===== config.mk =====
export PLATFORM = sky130hd
export DESIGN_NAME = qmem_arb2
export DESIGN_NICKNAME = d
export VERILOG_FILES = /design/src/rtl/qmem_pkg.sv /design/src/rtl/qmem_rr2.sv /design/src/rtl/qmem_arb2.sv
export SDC_FILE = /design/constraint.sdc
export NUM_CORES = 1
export LEC_CHECK = 0
export CAP_MARGIN = 20
export CORE_AREA = 5 5 121 123
export CTS_CLUSTER_DIAMETER = 150
export DETAILED_ROUTE_END_ITERATION = 10
export DIE_AREA = 0 0 126 128
export GPL_TIMING_DRIVEN = 0
export PLACE_DENSITY = 0.68
export SLEW_MARGIN = 0
export SYNTH_ARGS = -nofsm -noshare
export SYNTH_HDL_FRONTEND = slang
export SYNTH_SLANG_ARGS = --single-unit

===== constraint.sdc =====
create_clock -name clk -period 1.7 [get_ports clk]
set_input_delay 0.34 -clock clk [delete_from_list [all_inputs] [get_ports clk]]
set_output_delay 0.34 -clock clk [all_outputs]
set_load 0.005 [all_outputs]

===== src/rtl/qmem_pkg.sv =====
// Shared qmem definitions: default bus widths and arbiter state encoding.
package qmem_pkg;

    localparam int QAW_DEF = 32;
    localparam int QDW_DEF = 32;
    localparam int QSW_DEF = QDW_DEF / 8;

    typedef enum logic {
        ST_IDLE = 1'b0,
        ST_BUSY = 1'b1
    } qmem_state_t;

endpackage


===== src/rtl/qmem_rr2.sv =====
// Two-way round-robin pick. rr is the index of the master served last, so a
// tie goes to the other one. Purely combinational.
module qmem_rr2 (
    input  logic [1:0] req,
    input  logic       rr,
    output logic [1:0] win
);

    // one-hot winner; tie broken away from the last-served master
    always_comb begin
        win = 2'b00;
        case (req)
            2'b01:   win = 2'b01;
            2'b10:   win = 2'b10;
            2'b11:   win = rr ? 2'b01 : 2'b10;
            default: win = 2'b00;
        endcase
    end

endmodule


===== src/rtl/qmem_arb2.sv =====
// Two-master, one-slave qmem arbiter. Round-robin grant held for a whole
// access, one idle bubble between accesses, and a watchdog that aborts an
// access with err when the slave never answers.
module qmem_arb2
    import qmem_pkg::*;
#(
    parameter int QAW = QAW_DEF,
    parameter int QDW = QDW_DEF,
    parameter int QSW = QDW / 8,
    parameter int TO  = 64,
    parameter int TOW = 8
) (
    input  logic           clk,
    input  logic           rst,
    input  logic           m0_cs,
    input  logic           m0_we,
    input  logic [QSW-1:0] m0_sel,
    input  logic [QAW-1:0] m0_adr,
    input  logic [QDW-1:0] m0_dat_w,
    output logic [QDW-1:0] m0_dat_r,
    output logic           m0_ack,
    output logic           m0_err,
    input  logic           m1_cs,
    input  logic           m1_we,
    input  logic [QSW-1:0] m1_sel,
    input  logic [QAW-1:0] m1_adr,
    input  logic [QDW-1:0] m1_dat_w,
    output logic [QDW-1:0] m1_dat_r,
    output logic           m1_ack,
    output logic           m1_err,
    output logic           s_cs,
    output logic           s_we,
    output logic [QSW-1:0] s_sel,
    output logic [QAW-1:0] s_adr,
    output logic [QDW-1:0] s_dat_w,
    input  logic [QDW-1:0] s_dat_r,
    input  logic           s_ack,
    input  logic           s_err,
    output logic [1:0]     gnt,
    output logic           to_evt
);

    qmem_state_t    state, state_nx;
    logic           gidx;      // granted master index, valid in BUSY
    logic           rr;        // index of the master served last
    logic [TOW-1:0] cnt;       // BUSY cycles without a slave response
    logic [1:0]     win;
    logic           busy, g_cs, resp, tmo, done;

    qmem_rr2 u_rr (
        .req ({m1_cs, m0_cs}),
        .rr  (rr),
        .win (win)
    );

    // Outputs are also masked while rst is high so nothing leaks out of an
    // access that reset is tearing down.
    assign busy = (state == ST_BUSY) && !rst;
    assign g_cs = gidx ? m1_cs : m0_cs;
    assign resp = s_ack | s_err;
    // A slave response in the limit cycle wins over the watchdog.
    assign tmo  = (TO > 0) && busy && g_cs && !resp && (cnt == TOW'(TO - 1));
    // Access ends on response, watchdog abort, or the master dropping cs.
    assign done = busy && (resp || tmo || !g_cs);

    assign m0_dat_r = s_dat_r;
    assign m1_dat_r = s_dat_r;

    // state register, grant capture, rr pointer and watchdog counter
    always_ff @(posedge clk) begin
        if (rst) begin
            state <= ST_IDLE;
            gidx  <= 1'b0;
            rr    <= 1'b1;
            cnt   <= '0;
        end else begin
            state <= state_nx;
            if (state == ST_IDLE) begin
                cnt <= '0;
                if (|win) gidx <= win[1];
            end else if (done) begin
                rr  <= gidx;
                cnt <= '0;
            end else begin
                cnt <= cnt + TOW'(1);
            end
        end
    end

    // next-state: arbitrate in IDLE, return to IDLE when the access ends
    always_comb begin
        state_nx = state;
        case (state)
            ST_IDLE: if (|win) state_nx = ST_BUSY;
            ST_BUSY: if (done) state_nx = ST_IDLE;
            default: state_nx = ST_IDLE;
        endcase
    end

    // output mux: granted master drives the slave, slave response goes back
    always_comb begin
        s_cs    = 1'b0;
        s_we    = 1'b0;
        s_sel   = '0;
        s_adr   = '0;
        s_dat_w = '0;
        m0_ack  = 1'b0;
        m0_err  = 1'b0;
        m1_ack  = 1'b0;
        m1_err  = 1'b0;
        gnt     = 2'b00;
        to_evt  = 1'b0;
        if (busy) begin
            s_cs    = g_cs & ~tmo;
            s_we    = gidx ? m1_we    : m0_we;
            s_sel   = gidx ? m1_sel   : m0_sel;
            s_adr   = gidx ? m1_adr   : m0_adr;
            s_dat_w = gidx ? m1_dat_w : m0_dat_w;
            to_evt  = tmo;
            if (gidx) begin
                gnt    = 2'b10;
                m1_ack = s_ack;
                m1_err = s_err | tmo;
            end else begin
                gnt    = 2'b01;
                m0_ack = s_ack;
                m0_err = s_err | tmo;
            end
        end
    end

endmodule


After elaboration in Yosys (flattened, before gate mapping). Index checks and enable logic that the tools add are counted. Widths: inputs -> output; s select.

Add/sub/neg operators: 1. Equality and inequality tests: 4. Multiplexer cells: 26. Bitwise operators: 5. Reduce and logical (&&, ||, !) cells: 14.

Operator list (number): $mux 32 (4); $mux 1 (15); $add 8x1->8 const B (1); $eq 8x6->1 const B (1); $mux 4 (2); $mux 2 (3); $pmux 2 s3 (1); $logic_and 1x1->1 (5); $eq 2x2->1 const B (2); $reduce_and 2->1 (2); $logic_not 1->1 (3); $reduce_or 3->1 (1); $eq 2x1->1 const B (1); $logic_or 1x1->1 (2); $not 1->1 (2); $or 1x1->1 (2); $pmux 1 s2 (1); $reduce_or 2->1 (1); $and 1x1->1 (1).

Register bits after elaboration: 11. Bits of input ports: 176. Output and inout bits: 141. Logic and storage cells: 54.

Logic depth before layout (Yosys ltp).
Word-level depth: 10. Depth in mapped cells: 6. Depth with buffers taken out: 5.

Cells and area by module. From an unflattened synthesis, not the netlist that was laid out.

Cells, all modules: 293. Area total of the unflattened synthesis: 2118.3 um^2.

By module, submodules not included: qmem_arb2 (instances 1, cells each 290, area each 2099.5 um^2, sequential area each 220.2 um^2); qmem_rr2 (instances 1, cells each 3, area each 18.8 um^2, sequential area each 0.0 um^2).

Worst setup path after synthesis. OpenSTA, ideal clock, no wires.

Path kind: register -> output. Start point: reg cnt[0]. End point: out m0_err. Arrival: 1.197 ns. Data required time: 1.360 ns. Setup slack: 0.163 ns. Cell stages (with the launch flop): 6. Path buffers: 0. Path through: dfxtp_1 -> ha_1 -> nand3_1 -> nor4_4 -> a21oi_1 -> nor3_1.

Longest elaborated chain between the ends: 5.

Ends and longest elaborated chain: from (decl) (RTL line qmem_arb2.sv:46) `logic [TOW-1:0] cnt;`; from (signal assigned) (RTL line qmem_arb2.sv:85) `cnt <= cnt + TOW'(1);`; $eq 8x6->1 (RTL line qmem_arb2.sv:62) `assign tmo = (TO > 0) && busy && g_cs && !resp && (cnt == TOW'(TO - 1));`; $logic_and 1x1->1 (RTL line qmem_arb2.sv:62); $or 1x1->1 (RTL line qmem_arb2.sv:127) `m0_err = s_err | tmo;`; $mux 1 (RTL line qmem_arb2.sv:120) `if (gidx) begin`; $mux 1 (RTL line qmem_arb2.sv:113) `if (busy) begin`; to (decl) (RTL line qmem_arb2.sv:22) `output logic m0_err,`.

No other way between the ends.

Final worst setup path.
Start point: reg gidx. End point: out s_dat_w[25].

Longest elaborated chain between the ends: 2.

Ends and longest elaborated chain: from (decl) (RTL line qmem_arb2.sv:44) `logic gidx;`; from (signal assigned) (RTL line qmem_arb2.sv:80) `if (|win) gidx <= win[1];`; $mux 32 (RTL line qmem_arb2.sv:118) `s_dat_w = gidx ? m1_dat_w : m0_dat_w;`; $mux 32 (RTL line qmem_arb2.sv:113); to (decl) (RTL line qmem_arb2.sv:35) `output logic [QDW-1:0] s_dat_w,`.

No other way between the ends.

==> flow_metrics.tcl <==
set metrics [dict create \
    slew_headroom 0.822 \
    drtIter0Drc 61 \
    ys_top_cells_by_area "mux2i_1 33%, buf_4 24%, nor2_1 14%" \
    routedWlPerCell_um 16.6 \
    finalCriticalPeriod_ps 1910 \
    clockBufferDepth 2 \
    start_util 0.154 \
    vdd_drop_max_mv 0.268 \
    ys_seq_elements 11 \
    yosys_warnings 0 \
    final_common_cell "clkdlybuf4s50_1" \
    layout_common_cells "203 x clkdlybuf4s50_1, 84 x buf_4, 71 x nor2_1" \
    routed_wl_mm 13.4 \
    antenna_found_initial 1 \
    status "finished with violations" \
    cts_max_level 1 \
    synth_simple_gate_area_frac 0.221 \
    dr.pass1.iters 4 \
    num_io_pins 317 \
    syn_nets 461 \
    die_h_um 128 \
    path_max_fanout 7 \
    setup_viol 55 \
    nFillCells 1359 \
    die-area_um2 16100 \
    worst_skew_pair.late_latency_ps 240 \
    synth_top_area_share 0.335 \
    track_usage 0.151 \
    drive_gt1_frac 0.415 \
    syn_avg_cell_area_um2 7.37 \
    vias 3262 \
    power.internal_mw 1.53 \
    power_leakage_nw 2.61 \
    cap_violations 0 \
    power.total_mw 2.09 \
    core-area_um2 13600 \
    min_delay_path_depth 2 \
    gp_congestion 0.919 \
    grt_pass1_vias 3658 \
    synthAdderAreaFrac 0.00598 \
    grt_pass1_wl_mm 19.5 \
    tns_ps -4080 \
    tightest_slew_ps 263 \
    rows 43 \
    r2r_cells 9 \
    slew_violations 0 \
    p_per_area_nw_per_um2 354 \
    synth_compound_area_frac 0.0323 \
    synth_xor_area_frac 0.0209 \
    syn_to_final_growth_pct 183 \
    hpwl_mm 10.6 \
    crit_path_start_kind "flop" \
    port_buffers 284 \
    pwr-share-seq 0.131 \
    drc 0 \
    yosysSeqAreaShare 0.105 \
    cts_sinks 11 \
    cp-end-kind "output port" \
    grt_setup_unrepaired "yes" \
    layout.nets 807 \
    clock.fmax_mhz 522 \
    die_x_um 126 \
    hold_path_class "in2reg" \
    cts_tree "built" \
    grt_max_degree 11 \
    synth_cell_types 33 \
    synth_top_family_by_area "multiplexers" \
    clock_skew_ps 1.87 \
    syn_inst 284 \
    diodes 0 \
    p_sw_frac 0.268 \
    fin_crit_sh 1.13 \
    fin_ws_ps -214 \
    violations "setup timing" \
    p_clk_frac 0.205 \
    p_comb_frac 0.664 \
    synth_top_area_cell "mux2i_1" \
    net-switching-power_uw 561 \
    clockRootBuffer "clkbuf_16" \
    critPathKind "reg2out" \
    hold_viol 0 \
    numCtsBuffers 3 \
    syn-cell-area_um2 2090 \
    cp.arrival_ps 1570 \
    crit_required_ps 1360 \
    clkTransAtPathRegs_ps 40 \
    muxShareOfSynthArea 0.335 \
    cts_hold_buf 0 \
    routed_via_density 4.03 \
    ant_nets 0 \
    grt.overflow.total 0 \
]
[power by group through the flow]
| stage | sequential, mW | combinational (mW) | clock, mW |
|---|---|---|---|
| CTS | 0.274 | 1.39 | 0.438 |
| global placement | 0.275 | 1.11 | 0 |
| global route | 0.275 | 1.48 | 0.451 |
| detailed placement | 0.275 | 1.12 | 0 |
| finish | 0.274 | 1.39 | 0.430 |
| floorplan | 0.274 | 0.405 | 0 |
[metrics by stage]
| step | instance area, um^2 | setup WS, ps | hold WS, ps | utilization | instances |
|---|---|---|---|---|---|
| floorplan | 2090 | 163 | 409 | - | 284 |
| global placement | 5160 | -1450 | 430 | 0.381 | 748 |
| detailed placement | 5160 | -1460 | 439 | 0.381 | 748 |
| CTS | 5890 | -282 | 362 | 0.434 | 806 |
| global route | 5920 | -255 | 406 | 0.437 | 809 |
| finish | 5920 | -214 | 362 | 0.437 | 809 |
[state kept, by name (all words and copies together) (netlist names)]
signal / count
state: 1
gidx: 1
rr: 1
cnt: 8
[path summary, 6_finish.rpt]
kind / from / endpoint / slack [ps]
worst min register to register: rr$_SDFFE_PP1P_ / rr$_SDFFE_PP1P_ / 470
worst min-delay path: rst / gidx$_SDFFE_PP0P_ / 360
worst max-delay path: gidx$_SDFFE_PP0P_ / s_dat_w[25] / -210
worst max register to register: cnt[1]$_SDFF_PP0_ / rr$_SDFFE_PP1P_ / 30
[area by class of cell]
| type | instances | area (um^2) | share of cell area |
|---|---|---|---|
| plain buffers | 78 | 683 | 0.115 |
| repair buffers | 344 | 3180 | 0.537 |
| well taps | 180 | 225 | 0.0380 |
| clock buffers | 4 | 78.8 | 0.0133 |
| flip-flops and latches | 11 | 228 | 0.0385 |
| multi-input cells | 189 | 1510 | 0.256 |
| inverters | 3 | 11.3 | 0.00190 |
[synth_stat cells (all sizes together)]
master / number
dfxtp: 11
nor2: 80
and2: 2
nand2b: 1
o21ai: 2
clkbuf: 8
o211a: 1
xor2: 2
and3: 1
o31ai: 1
xnor2: 3
nor4: 1
and2b: 1
a21oi: 3
nand3: 3
or4: 1
a211oi: 1
nand2: 4
ha: 1
a211o: 1
or2: 1
nand3b: 2
inv: 3
nor2b: 2
buf: 74
o41ai: 1
mux2i: 70
nor3: 3
[worst max-delay path: stages, from the launching register on]
cell	delay, ps
dfxtp_2	310
buf_8	120
buf_12	140
buf_12	130
buf_8	120
buf_6	110
mux2i_2	190
nor2_1	70
buf_2	130
[timing repair]
item,in CTS,in global routing
gates cloned,5,0
setup endpoints to repair,77,82
setup buffers,50,12
pin swaps,21,25
hold endpoints to repair,0,0
resized for setup,408,49
[layer usage]
layer	GRT usage	up-vias	part of all wire
li1	-	1566	-
met1	0.154	1460	0.33
met2	0.294	214	0.54
met3	0.0496	20	0.11
met4	0.0404	2	0.021
met5	0	-	0.00052
[logic make-up (layout without fill, tap and decap cells)]
group | after synthesis | in the layout
AOI/OAI and AO/OA | 10 | 10
xor gates and xnor gates | 5 | 5
and+or+nand+nor | 102 | 103
buffers and inverters | 85 | 429
adders and majority gates | 1 | 1
muxes | 70 | 70
DFF | 11 | 11
Power figures use the tool's default switching activity.
